===== src/rtl/cpu_pkg.sv =====
// Shared core definitions: reset PC and the fetch FSM state encoding.
package cpu_pkg;

  localparam int unsigned XLEN     = 32;
  localparam logic [31:0] RESET_PC = 32'h0000_3000;

  typedef enum logic [1:0] {
    REQ  = 2'd0,
    WAIT = 2'd1,
    HOLD = 2'd2,
    ERR  = 2'd3
  } fetch_state_t;

endpackage


===== src/rtl/pc_fetch_if.sv =====
// Fetch-stage bus: instruction-memory request/grant/response and the decode valid/ready link.
interface pc_fetch_if;
  import cpu_pkg::*;

  logic            imem_req;
  logic [XLEN-1:0] imem_addr;
  logic            imem_gnt;
  logic            imem_rvalid;
  logic [XLEN-1:0] imem_rdata;
  logic            if_valid;
  logic [XLEN-1:0] if_instr;
  logic [XLEN-1:0] if_pc;
  logic            id_ready;

  modport master (
    output imem_req, imem_addr, if_valid, if_instr, if_pc,
    input  imem_gnt, imem_rvalid, imem_rdata, id_ready
  );

  modport slave (
    input  imem_req, imem_addr, if_valid, if_instr, if_pc,
    output imem_gnt, imem_rvalid, imem_rdata, id_ready
  );

endinterface


===== src/rtl/pc_fetch.sv =====
// MIPS fetch stage: one outstanding instruction fetch at a time, handed to decode
// over valid/ready; a misaligned next PC parks the stage in a sticky error state.
module pc_fetch
  import cpu_pkg::*;
#(
  parameter int unsigned CNT_W = 32
) (
  input  logic               clk,
  input  logic               rst,
  pc_fetch_if.master         bus,
  input  logic [XLEN-1:0]    nextpc,
  output logic [XLEN-1:0]    pc,
  output logic               fetch_err,
  output logic [CNT_W-1:0]   fetch_cnt
);

  fetch_state_t     r_state, w_state_nxt;
  logic [XLEN-1:0]  r_pc, w_pc_nxt;
  logic [XLEN-1:0]  r_if_instr, w_if_instr_nxt;
  logic [XLEN-1:0]  r_if_pc, w_if_pc_nxt;
  logic             r_if_valid, w_if_valid_nxt;
  logic             r_err, w_err_nxt;
  logic [CNT_W-1:0] r_cnt, w_cnt_nxt;

  always_ff @(posedge clk or negedge rst) begin
    if (!rst) begin
      r_state    <= REQ;
      r_pc       <= RESET_PC;
      r_if_instr <= '0;
      r_if_pc    <= RESET_PC;
      r_if_valid <= 1'b0;
      r_err      <= 1'b0;
      r_cnt      <= '0;
    end else begin
      r_state    <= w_state_nxt;
      r_pc       <= w_pc_nxt;
      r_if_instr <= w_if_instr_nxt;
      r_if_pc    <= w_if_pc_nxt;
      r_if_valid <= w_if_valid_nxt;
      r_err      <= w_err_nxt;
      r_cnt      <= w_cnt_nxt;
    end
  end

  // Inputs are only looked at in the state that owns them, so stray gnt/rvalid are ignored.
  always_comb begin
    w_state_nxt    = r_state;
    w_pc_nxt       = r_pc;
    w_if_instr_nxt = r_if_instr;
    w_if_pc_nxt    = r_if_pc;
    w_if_valid_nxt = r_if_valid;
    w_err_nxt      = r_err;
    w_cnt_nxt      = r_cnt;
    unique case (r_state)
      REQ: begin
        if (bus.imem_gnt) w_state_nxt = WAIT;
      end
      WAIT: begin
        if (bus.imem_rvalid) begin
          w_if_instr_nxt = bus.imem_rdata;
          w_if_pc_nxt    = r_pc;
          w_if_valid_nxt = 1'b1;
          w_state_nxt    = HOLD;
        end
      end
      HOLD: begin
        if (r_if_valid && bus.id_ready) begin
          w_pc_nxt       = nextpc;
          w_if_valid_nxt = 1'b0;
          w_cnt_nxt      = r_cnt + CNT_W'(1);
          if (nextpc[1:0] == 2'b00) begin
            w_state_nxt = REQ;
          end else begin
            w_state_nxt = ERR;
            w_err_nxt   = 1'b1;
          end
        end
      end
      ERR: begin
        w_state_nxt = ERR;
      end
      default: w_state_nxt = REQ;
    endcase
  end

  // Request is a pure state decode; the reset gate keeps it low while reset is held.
  assign bus.imem_req  = rst && (r_state == REQ);
  assign bus.imem_addr = r_pc;
  assign bus.if_valid  = r_if_valid;
  assign bus.if_instr  = r_if_instr;
  assign bus.if_pc     = r_if_pc;
  assign pc            = r_pc;
  assign fetch_err     = r_err;
  assign fetch_cnt     = r_cnt;

endmodule


===== src/flat_wrapper.sv =====
// flat-port wrapper written by rule: the top's interface ports become plain ports
module pc_fetch_flat import cpu_pkg::*;
#(
  parameter int unsigned CNT_W = 32
)
  (clk, rst, nextpc, pc, fetch_err, fetch_cnt, bus_imem_req, bus_imem_addr, bus_if_valid, bus_if_instr, bus_if_pc, bus_imem_gnt, bus_imem_rvalid, bus_imem_rdata, bus_id_ready);
  pc_fetch_if bus_i ();
  input  logic clk;
  input  logic rst;
  input  logic [XLEN-1:0] nextpc;
  output logic [XLEN-1:0] pc;
  output logic fetch_err;
  output logic [CNT_W-1:0] fetch_cnt;
  output wire logic [$bits(bus_i.imem_req)-1:0] bus_imem_req;
  output wire logic [$bits(bus_i.imem_addr)-1:0] bus_imem_addr;
  output wire logic [$bits(bus_i.if_valid)-1:0] bus_if_valid;
  output wire logic [$bits(bus_i.if_instr)-1:0] bus_if_instr;
  output wire logic [$bits(bus_i.if_pc)-1:0] bus_if_pc;
  input wire logic [$bits(bus_i.imem_gnt)-1:0] bus_imem_gnt;
  input wire logic [$bits(bus_i.imem_rvalid)-1:0] bus_imem_rvalid;
  input wire logic [$bits(bus_i.imem_rdata)-1:0] bus_imem_rdata;
  input wire logic [$bits(bus_i.id_ready)-1:0] bus_id_ready;
  assign bus_imem_req = bus_i.imem_req;
  assign bus_imem_addr = bus_i.imem_addr;
  assign bus_if_valid = bus_i.if_valid;
  assign bus_if_instr = bus_i.if_instr;
  assign bus_if_pc = bus_i.if_pc;
  assign bus_i.imem_gnt = bus_imem_gnt;
  assign bus_i.imem_rvalid = bus_imem_rvalid;
  assign bus_i.imem_rdata = bus_imem_rdata;
  assign bus_i.id_ready = bus_id_ready;
  pc_fetch #(.CNT_W(CNT_W)) u_core (.clk(clk), .rst(rst), .bus(bus_i), .nextpc(nextpc), .pc(pc), .fetch_err(fetch_err), .fetch_cnt(fetch_cnt));
endmodule

===== config.mk =====
export PLATFORM = sky130hd
export DESIGN_NAME = pc_fetch_flat
export DESIGN_NICKNAME = d
export VERILOG_FILES = /design/src/rtl/cpu_pkg.sv /design/src/rtl/pc_fetch_if.sv /design/src/rtl/pc_fetch.sv /design/src/flat_wrapper.sv
export SDC_FILE = /design/constraint.sdc
export NUM_CORES = 1
export LEC_CHECK = 0
export ABC_AREA = 0
export CORE_ASPECT_RATIO = 0.8
export CORE_MARGIN = 2
export CORE_UTILIZATION = 40
export DETAILED_ROUTE_END_ITERATION = 10
export GPL_TIMING_DRIVEN = 0
export PLACE_DENSITY_LB_ADDON = 0.1
export SETUP_SLACK_MARGIN = 0.2
export SLEW_MARGIN = 20
export SYNTH_ARGS = -nofsm -noshare
export SYNTH_HDL_FRONTEND = slang
export SYNTH_SLANG_ARGS = --single-unit

===== constraint.sdc =====
create_clock -name clk -period 4 [get_ports clk]
set_input_delay 0.8 -clock clk [delete_from_list [all_inputs] [get_ports clk]]
set_output_delay 0.8 -clock clk [all_outputs]
set_load 0.01 [all_outputs]

==> run metrics, run 1 <==
htree depth=4; max frequency=344.6 MHz; Yosys top cell by area=dfrtp_1; library cells used by synthesis=31; Sw Ratio=28.72%; CP arrival=2.10 ns; power share of the combinational group=41.2%; Max-Cap Viols=0; worst skew pair latency=0.41 ns; Worst Max-Slew Pin Slew=0.5671 ns; Synth Register Bits=132; Total Routing Usage GR=18.47%; Via density=4.641; EDFF count, synth=0; Clk pwr share=24.4%; Detailed Route WL=12.93 mm; setup slack at placement=1.074 ns; wire per inst=15.59 µm; Nets=706; hold_ws=0.3196 ns; Layout area overhead=58.08%; gpl congestion=0.7438; Final Skew=0.01011 ns; post-route clock period utilization=72.54%; RSZ-0062 raised after global routing=false; HPWL Detailed=9.530 mm; Hold Crit Class=in2async; final worst slack=1.098 ns; Relative slew margins=62.19%; worst endpoint required time=3.20 ns; input/output buffers=231; sequential area share after synthesis=60.34%; CP Capture Type=output pin; Die Width=134.9 µm; Initial DRC Count=113; vias in the first global route=4054; Commonest cells post-synth=128 x dfrtp_1, 97 x mux2_2, 32 x buf_4; First-pass DRT Iterations=4; Setup violations, final=0; Initial Utilization=40.75%; fraction of registers with async set/reset=100.0%; final cell count without fillers=829; largest net degree at the start of global routing=74; core area=0.01346 mm²; post-CTS setup buffers=0; clock-pin slew on the worst setup and hold paths=0.06 ns; layout cell share with drive strength beyond 1=29.12%; Synth Warn #=0; startpoint types=primary input; Pwr Density=754.2 mW/mm²; fill count=1041; Leakage=3.825 nW; Syn Inst Count=385; row cnt=38; run status=complete, no violations; Die ar.=0.01467 mm²; Final Max Tran Viols=0; Sequential Power Share=34.4%; first-pass GRT wire length=20.75 mm; routed vias=3847; clk buf depth=2; cell with the most instances after synthesis=dfrtp_1; Resize count post-CTS=0; reg2reg end=u_core.fetch_cnt[28]; Synth Flop Type=dfrtp_1; net switching power=1.877 mW; FF+latch area=0.003308 mm²; Reg2Reg Depth=6; final hold vios=0; placed cell count=797; worst-path maximum fanout=73; Num Clock Sinks=132; Antenna diodes=0; Synth area leaders=dfrtp_1 58%, mux2_2 20%, buf_4 4.4%, xnor2_1 3.2%, dfstp_2 1.9%; worst r2r src=u_core.fetch_cnt[0]; die height=108.7 µm; root buf cell=clkbuf_16; flop-to-flop setup slack=2.22 ns; Internal=4.659 mW; Synth Cell Area=0.005483 mm²; initial antenna violation count=0; share of the synthesized area in the top cell type=58.42%; Congestion Overflow GR=0; I/O Pins=232; Synth Net Count=455; clock tree from TritonCTS=done; min cycle time layout=2.902 ns; detailed-route DRC error count=0; Avg Cell Area, Syn=14.24 µm²; ANT nets after route=0; footprint of the multi-input gates=0.001823 mm²; critical path class=in2out; hold_buf cts=0; Worst VDD drop=0.4269 mV; Num CTS Buffers=17
==> layout by cell type, fill, tap and decap left out, types with 3 or more instances in the layout <==
cell type        netlist  layout
and3_1                 3       3
buf_2                  5       5
buf_4                 32      32
buf_6                  6       6
bufinv_16              0       3
clkbuf_16              0      17
clkdlybuf4s50_1        0     230
clkinvlp_4             0       5
dfrtp_1              128     128
dfstp_2                4       4
inv_1                  5       5
inv_6                  0       4
mux2_2                97      97
nand2_1               17      17
nand3_1                8       8
nand4_1                7       7
nor2_1                17      17
o21ai_0                3       3
or2_2                  3       3
xnor2_1               20      20
xor2_1                11      11
==> cell families (layout without fill, tap and decap cells) <==
family                   Yosys count  in the layout  synth area share, %
XOR/XNOR                          31             31                4.952
AO/OA/AOI/OAI                      5              5               0.4563
multiplexers                      97             97                19.92
buffers and inverters             48            312                6.412
adder cells (fa/ha/maj)            1              1               0.2282
AND/OR/NAND/NOR                   71             71                7.691
flip-flops                       132            132                60.34
==> power groups by stage <==
stage,clock network [mW],logic [mW],registers [mW]
detailed placement,0,2.72,2.27
global route,1.69,2.87,2.33
CTS,1.64,2.73,2.26
floorplan,0,0.898,2.44
finish,1.60,2.69,2.25
global placement,0,2.69,2.24
==> worst max-delay path, stage by stage <==
cell and delay (ns):
buf_8 0.38, nor3b_1 0.26, clkdlybuf4s50_1 0.58
==> flip-flops by register name, indices dropped and copies added, names as in the netlist <==
register	cells
u_core.bus.imem_addr	32
u_core.r_state	2
u_core.bus.if_instr	32
u_core.fetch_cnt	32
u_core.bus.if_valid	1
u_core.bus.if_pc	32
u_core.fetch_err	1
==> worst max-delay path by stage <==
stage | to | start | slack (ns) | depth (start not counted)
after floorplan | bus_imem_req | rst | 2.09 | 1
after global placement | bus_imem_req | rst | -3.40 | 3
after detailed placement | bus_imem_req | rst | 1.07 | 3
after CTS | bus_imem_req | rst | 1.07 | 3
after global routing | bus_imem_req | rst | 0.95 | 3
final | bus_imem_req | rst | 1.10 | 3
==> final cells by class <==
type                       instances  area share, %
sequential                       132          38.17
tap                              180          2.599
clock buffer                      19          5.110
multi-input combinational        205          21.03
timing repair buffer             232          27.05
inverter                           5         0.2165
clock inverter                    13          1.978
buffer                            43          3.840
==> through the flow <==
step           instance area [µm²]  utilization (%)  total power, mW  setup TNS, ns
4_1_cts                       8667            64.41            6.628              0
2_1_floorplan                 5483                -            3.342              0
3_5_place_dp                  8053            59.85            4.987              0
6_report                      8667            64.41            6.536              0
3_3_place_gp                  8020            59.61            4.929        -395.85
5_1_grt                       8667            64.41            6.895              0
==> metal layers <==
layer	GRT usage [%]	routed length (µm)
met4	8.271	320
met3	7.066	1003
met5	0	0
met2	29.91	6110
met1	22.07	5491
(Power assumes the default switching activity.)
==> run 2, diff against run 1 <==
Settings changed: CORE_UTILIZATION 40 to 39.
Clock period 4 ns to 2.5 ns, I/O delays scaled along.
==> run 2 against run 1 <==
Against the previous run: cell area grew 0.40%; cell count grew 0.24%; largest power group unchanged; worst hold slack lost 0.27 ns; utilization shrank 0.64 points; largest cell class unchanged; sequential cell count is the same; die area grew 2.5%; critical path depth shrank 1; critical endpoint unchanged.
==> run metrics, run 2 (same netlist as run 1, synthesis figures left out) <==
gpl congestion=0.7124 (-4.2%); Die ar.=0.01503 mm² (+2.5%); post-route clock period utilization=86.51%; Relative slew margins=71.53% (+9.3 points); post-CTS setup buffers=0 (unchanged); largest net degree at the start of global routing=70 (-5.4%); Worst VDD drop=0.7203 mV (+69%); design area=0.008702 mm² (+0.40%); wire per inst=15.94 µm (+2.2%); utilization after layout=63.77% (-0.64 points); detailed-route DRC error count=0 (unchanged); Detailed Route WL=13.25 mm (+2.5%); Hold Crit Class=in2async; critical path class=reg2out; Antenna diodes=0 (unchanged); final hold vios=0 (unchanged); final cell count without fillers=831 (+0.24%); Initial Utilization=40.18% (-0.57 points); Leakage=3.859 nW (+0.90%); Largest stage delay, worst path=0.58 ns (about the same); worst-path maximum fanout=8 (-89%); first-pass GRT wire length=20.38 mm (-1.8%); Pwr Density=1200 mW/mm² (+59%); clock tree from TritonCTS=done; CP Capture Type=output pin; worst skew pair latency=0.41 ns (about the same); layout cell share with drive strength beyond 1=29.03% (-0.089 points); Initial DRC Count=161 (+42%); ANT nets after route=0 (unchanged); Max-Cap Viols=0 (unchanged); Worst Max-Slew Pin Slew=0.4239 ns (-0.1432 ns); input/output buffers=231 (unchanged); clock-pin slew on the worst setup and hold paths=0.06 ns (about the same); root buf cell=clkbuf_16; flop-to-flop setup slack=0.75 ns (-1.47 ns); Die Width=136.6 µm (+1.2%); crit-path cells=nor3b_1 -> clkdlybuf4s50_1; Final Max Tran Viols=0 (unchanged); hold_ws=0.04889 ns (-0.2708 ns); worst r2r src=u_core.fetch_cnt[0]; Num CTS Buffers=17 (unchanged); HPWL Detailed=9.576 mm (+0.48%); Internal=7.496 mW (+61%); most common cell after layout, fill and taps aside=clkdlybuf4s50_1; Nets=708 (+0.28%); worst endpoint required time=2.00 ns (-1.20 ns); startpoint types=register; fill count=1023 (-1.7%); Final Skew=0.008250 ns (-0.001855 ns); run status=complete, no violations; row cnt=38 (unchanged); FF+latch area=0.003308 mm² (unchanged); core area=0.01365 mm² (+1.4%); placed cell count=797 (unchanged); Cell Area, Placed=0.008053 mm² (unchanged); clk buf depth=2 (unchanged); vias in the first global route=3951 (-2.5%); footprint of the multi-input gates=0.001823 mm² (unchanged); Num Clock Sinks=132 (unchanged); most frequent cells in the layout=230 x clkdlybuf4s50_1, 128 x dfrtp_1, 97 x mux2_2; Top delay family on crit path=buffers and inverters; Layout area overhead=58.72%; First-pass DRT Iterations=4 (unchanged); RSZ-0062 raised after global routing=false; Congestion Overflow GR=0 (unchanged); Total Routing Usage GR=18.15% (-0.32 points); htree depth=4 (unchanged); max frequency=462.4 MHz; min cycle time layout=2.163 ns; die height=110.1 µm (+1.2%); Via density=4.592 (-1.0%); initial antenna violation count=0 (unchanged); crit path from=u_core.r_state[1]; power share of the combinational group=41.3% (about the same); CP bufs+invs=1 (-1); Final Power=10.45 mW (+60%); routed vias=3816 (-0.81%); I/O Pins=232 (unchanged); Sequential Power Share=34.5% (about the same); Setup violations, final=0 (unchanged); slowest CP cell=clkdlybuf4s50_1; net switching power=2.951 mW (+57%); Sw Ratio=28.24% (-0.47 points); Clk pwr share=24.2% (-0.2 points); CP arrival=1.66 ns (-0.44 ns)
-- run 2: layout make-up --
class                   instances  share of cell area, %
multi-input cells             205                  20.95
plain buffers                  43                  3.825
inverters                       5                 0.2157
repair buffers                234                  27.46
flip-flops and latches        132                  38.02
clock buffers                  23                  5.492
clock inverters                 9                  1.452
well taps                     180                  2.588
-- run 2: path summary, 6_finish.rpt --
check | endpoint | cells past startpoint
setup / recovery | bus_imem_req | 2
hold / removal | u_core.bus.if_pc[11] | 2
setup reg to reg | u_core.fetch_cnt[28] | 6
hold reg to reg | u_core.fetch_err | 1
max in group asynchronous | u_core.bus.if_pc[23] | 2
min in group clk | u_core.fetch_err | 1
-- run 2: repair_timing --
action / 4_1_cts / 5_1_grt
endpoints found under the hold margin: 0 / 28
gates resized for setup: 0 / 1
hold buffers: 0 / 2
setup endpoints to repair: 0 / 1
-- run 2: worst register-to-register path: stages, from the launching register on --
cell	delay, ns
dfrtp_1	0.40
ha_1	0.20
nand3_2	0.11
nor4_4	0.45
nand4_4	0.20
nor3_2	0.17
xor2_1	0.15
-- run 2: power groups by stage --
stage	Combinational [mW]	Clock (mW)	Sequential, mW
after detailed placement	4.34	0	3.64
after CTS	4.37	2.58	3.62
final	4.32	2.53	3.60
after floorplan	1.44	0	3.91
after global routing	4.59	2.69	3.74
after global placement	4.31	0	3.58
-- run 2: layer usage --
metal	vias to the layer above	GRT usage, %	share of wire [%]
met5	-	0	0
met4	0	6.696	1.3
met3	13	7.590	8.1
met2	127	28.89	49
met1	1880	22.21	42
li1	1796	-	-
-- run 2: stage by stage --
stage,TNS [ns],setup WS (ns)
3_3_place_gp,-555.36,-4.301
2_1_floorplan,0,0.8898
6_report,0,0.3372
5_1_grt,0,0.2509
4_1_cts,0,0.2297
3_5_place_dp,0,0.2221
==> run 3, diff against run 2 <==
Settings changed: CORE_UTILIZATION 39 to 40, DONT_BUFFER_PORTS set to 1, GPL_TIMING_DRIVEN 0 to not set.
==> run 3 against run 2 <==
Against the previous run: the flow now finishes with violations (hold timing); non-clock buffer count decreased by 274; cell area decreased by 30%; clock skew decreased by 0.0036 ns.
==> run metrics, run 3 (same netlist as run 1, synthesis figures left out) <==
die height=108.7 µm (-1.2%); Antenna diodes=0 (unchanged); gpl congestion=0.7022 (-1.4%); clk buf depth=2 (unchanged); row cnt=38 (unchanged); worst-path maximum fanout=8 (unchanged); Nets=434 (-39%); max frequency=529.0 MHz (+14%); initial antenna violation count=1 (+1); Via density=5.075 (+11%); critical path class=reg2out; Num CTS Buffers=17 (unchanged); power share of the combinational group=12.6% (-29 points); TNS Setup=0 ns (unchanged); clock tree from TritonCTS=done; final hold vios=132 (+132); flop-to-flop setup slack=0.65 ns (-0.10 ns); HPWL Detailed=7.183 mm (-25%); Resize count post-CTS=0 (unchanged); post-route clock period utilization=75.61% (-11 points); largest net degree at the start of global routing=134 (+91%); Reg2Reg Depth=6 (unchanged); Pwr Density=1328 mW/mm² (+11%); CP Capture Type=output pin; input/output buffers=0 (-100%); layout cell share with drive strength beyond 1=38.46% (+9.4 points); wire per inst=19.22 µm (+21%); net switching power=2.486 mW (-16%); I/O Pins=232 (unchanged); instance count on the critical path=1 (-1); routed vias=2827 (-26%); Clk pwr share=34.3% (+10 points); Die ar.=0.01467 mm² (-2.4%); Detailed Route WL=10.71 mm (-19%); Congestion Overflow GR=0 (unchanged); Cell Area, Placed=0.005398 mm² (-33%); RSZ-0062 raised after global routing=false; Worst Max-Slew Pin Slew=0.5770 ns (+0.1532 ns); hold_ws=-0.2189 ns (-0.2678 ns); worst skew pair latency=0.41 ns (about the same); placed cell count=525 (-34%); First-pass DRT Iterations=4 (unchanged); Max-Cap Viols=0 (unchanged); final cell count without fillers=557 (-33%); most common cell after layout, fill and taps aside=dfrtp_1; Layout area overhead=10.52%; Num Clock Sinks=132 (unchanged); ANT nets after route=0 (unchanged); run status=complete, but fails checks; startpoint types=register; CP arrival=1.39 ns (-0.27 ns); Sequential Power Share=53.1% (+19 points); Internal=5.561 mW (-26%); Setup violations, final=0 (unchanged); Relative slew margins=61.53% (-10 points); vias in the first global route=2979 (-25%); Initial DRC Count=86 (-47%); htree depth=4 (unchanged); Final Skew=0.004675 ns (-0.003576 ns); CP bufs+invs=0 (-1); Total Routing Usage GR=15.07% (-3.1 points); design area=0.006060 mm² (-30%); most frequent cells in the layout=128 x dfrtp_1, 97 x mux2_2, 20 x xnor2_1; Top delay family on crit path=simple AND/OR/NAND/NOR gates; Initial Utilization=40.75% (+0.57 points); min cycle time layout=1.890 ns (-0.2725 ns); Die Width=134.9 µm (-1.2%); first-pass GRT wire length=16.45 mm (-19%); Largest stage delay, worst path=0.52 ns (-0.06 ns); Worst VDD drop=0.6671 mV (-7.4%); post-CTS setup buffers=0 (unchanged); Hold Crit Class=in2async; clock-pin slew on the worst setup and hold paths=0.06 ns (about the same); Leakage=2.777 nW (-28%); detailed-route DRC error count=0 (unchanged); Sw Ratio=30.89% (+2.6 points); slowest CP cell=nor3b_1; failing checks=hold timing; Final Max Tran Viols=0 (unchanged); worst endpoint required time=2.00 ns (about the same); crit-path cells=nor3b_1; root buf cell=clkbuf_16; core area=0.01346 mm² (-1.4%)
==> run 3: cell types whose count changed in the layout (fill, tap and decap cells not counted), sizes merged <==
cell / delta
buf: -44
bufinv: +2
clkbuf: +1
clkdlybuf4s50: -230
clkinv: -4
clkinvlp: +1
==> run 3: power groups by stage <==
stage	clock, mW	sequential (mW)	combinational (mW)
2_1_floorplan	0	3.91	1.44
4_1_cts	2.83	4.31	1.03
3_5_place_dp	0	4.33	1.04
5_1_grt	2.93	4.42	1.12
3_3_place_gp	0	4.34	0.985
6_report	2.76	4.28	1.01
==> run 3: final timing paths <==
check,start,endpoint
max,u_core.r_state[1],bus_imem_req
min,rst,u_core.bus.imem_addr[18]
max reg2reg,u_core.fetch_cnt[0],u_core.fetch_cnt[28]
min reg2reg,u_core.fetch_cnt[31],u_core.fetch_cnt[31]
max in group asynchronous,rst,u_core.bus.if_instr[31]
min in group clk,bus_imem_rdata[27],u_core.bus.if_instr[27]
==> run 3: metal layers <==
metal  track usage (%)  part of all wire [%]  vias to the layer above
met2             21.97                    46                      133
met1             18.48                    41                     1437
met5                 0                  0.10                        -
met4             6.692                   1.6                        2
met3             8.136                    10                       13
li1                  -                     -                     1242
==> run 3: area by class of cell <==
cell class,count,area (µm²)
fillers,1232,7396
flip-flops and latches,132,3308
multi-input cells,205,1823
clock buffers,24,491.7
well taps,180,225.2
clock inverters,8,170.2
repair buffers,3,22.52
inverters,5,18.77
==> run 3: stage by stage <==
step	total power, mW	worst slack, ns	hold slack (ns)	utilization, %
after global placement	5.326	0.6762	0.2077	40.12
after floorplan	5.348	0.8898	0.2044	-
final	8.047	0.6097	-0.2189	45.03
after global routing	8.472	0.5035	-0.2445	45.03
after detailed placement	5.368	0.6263	0.2073	40.12
after CTS	8.168	0.6136	-0.2397	45.03
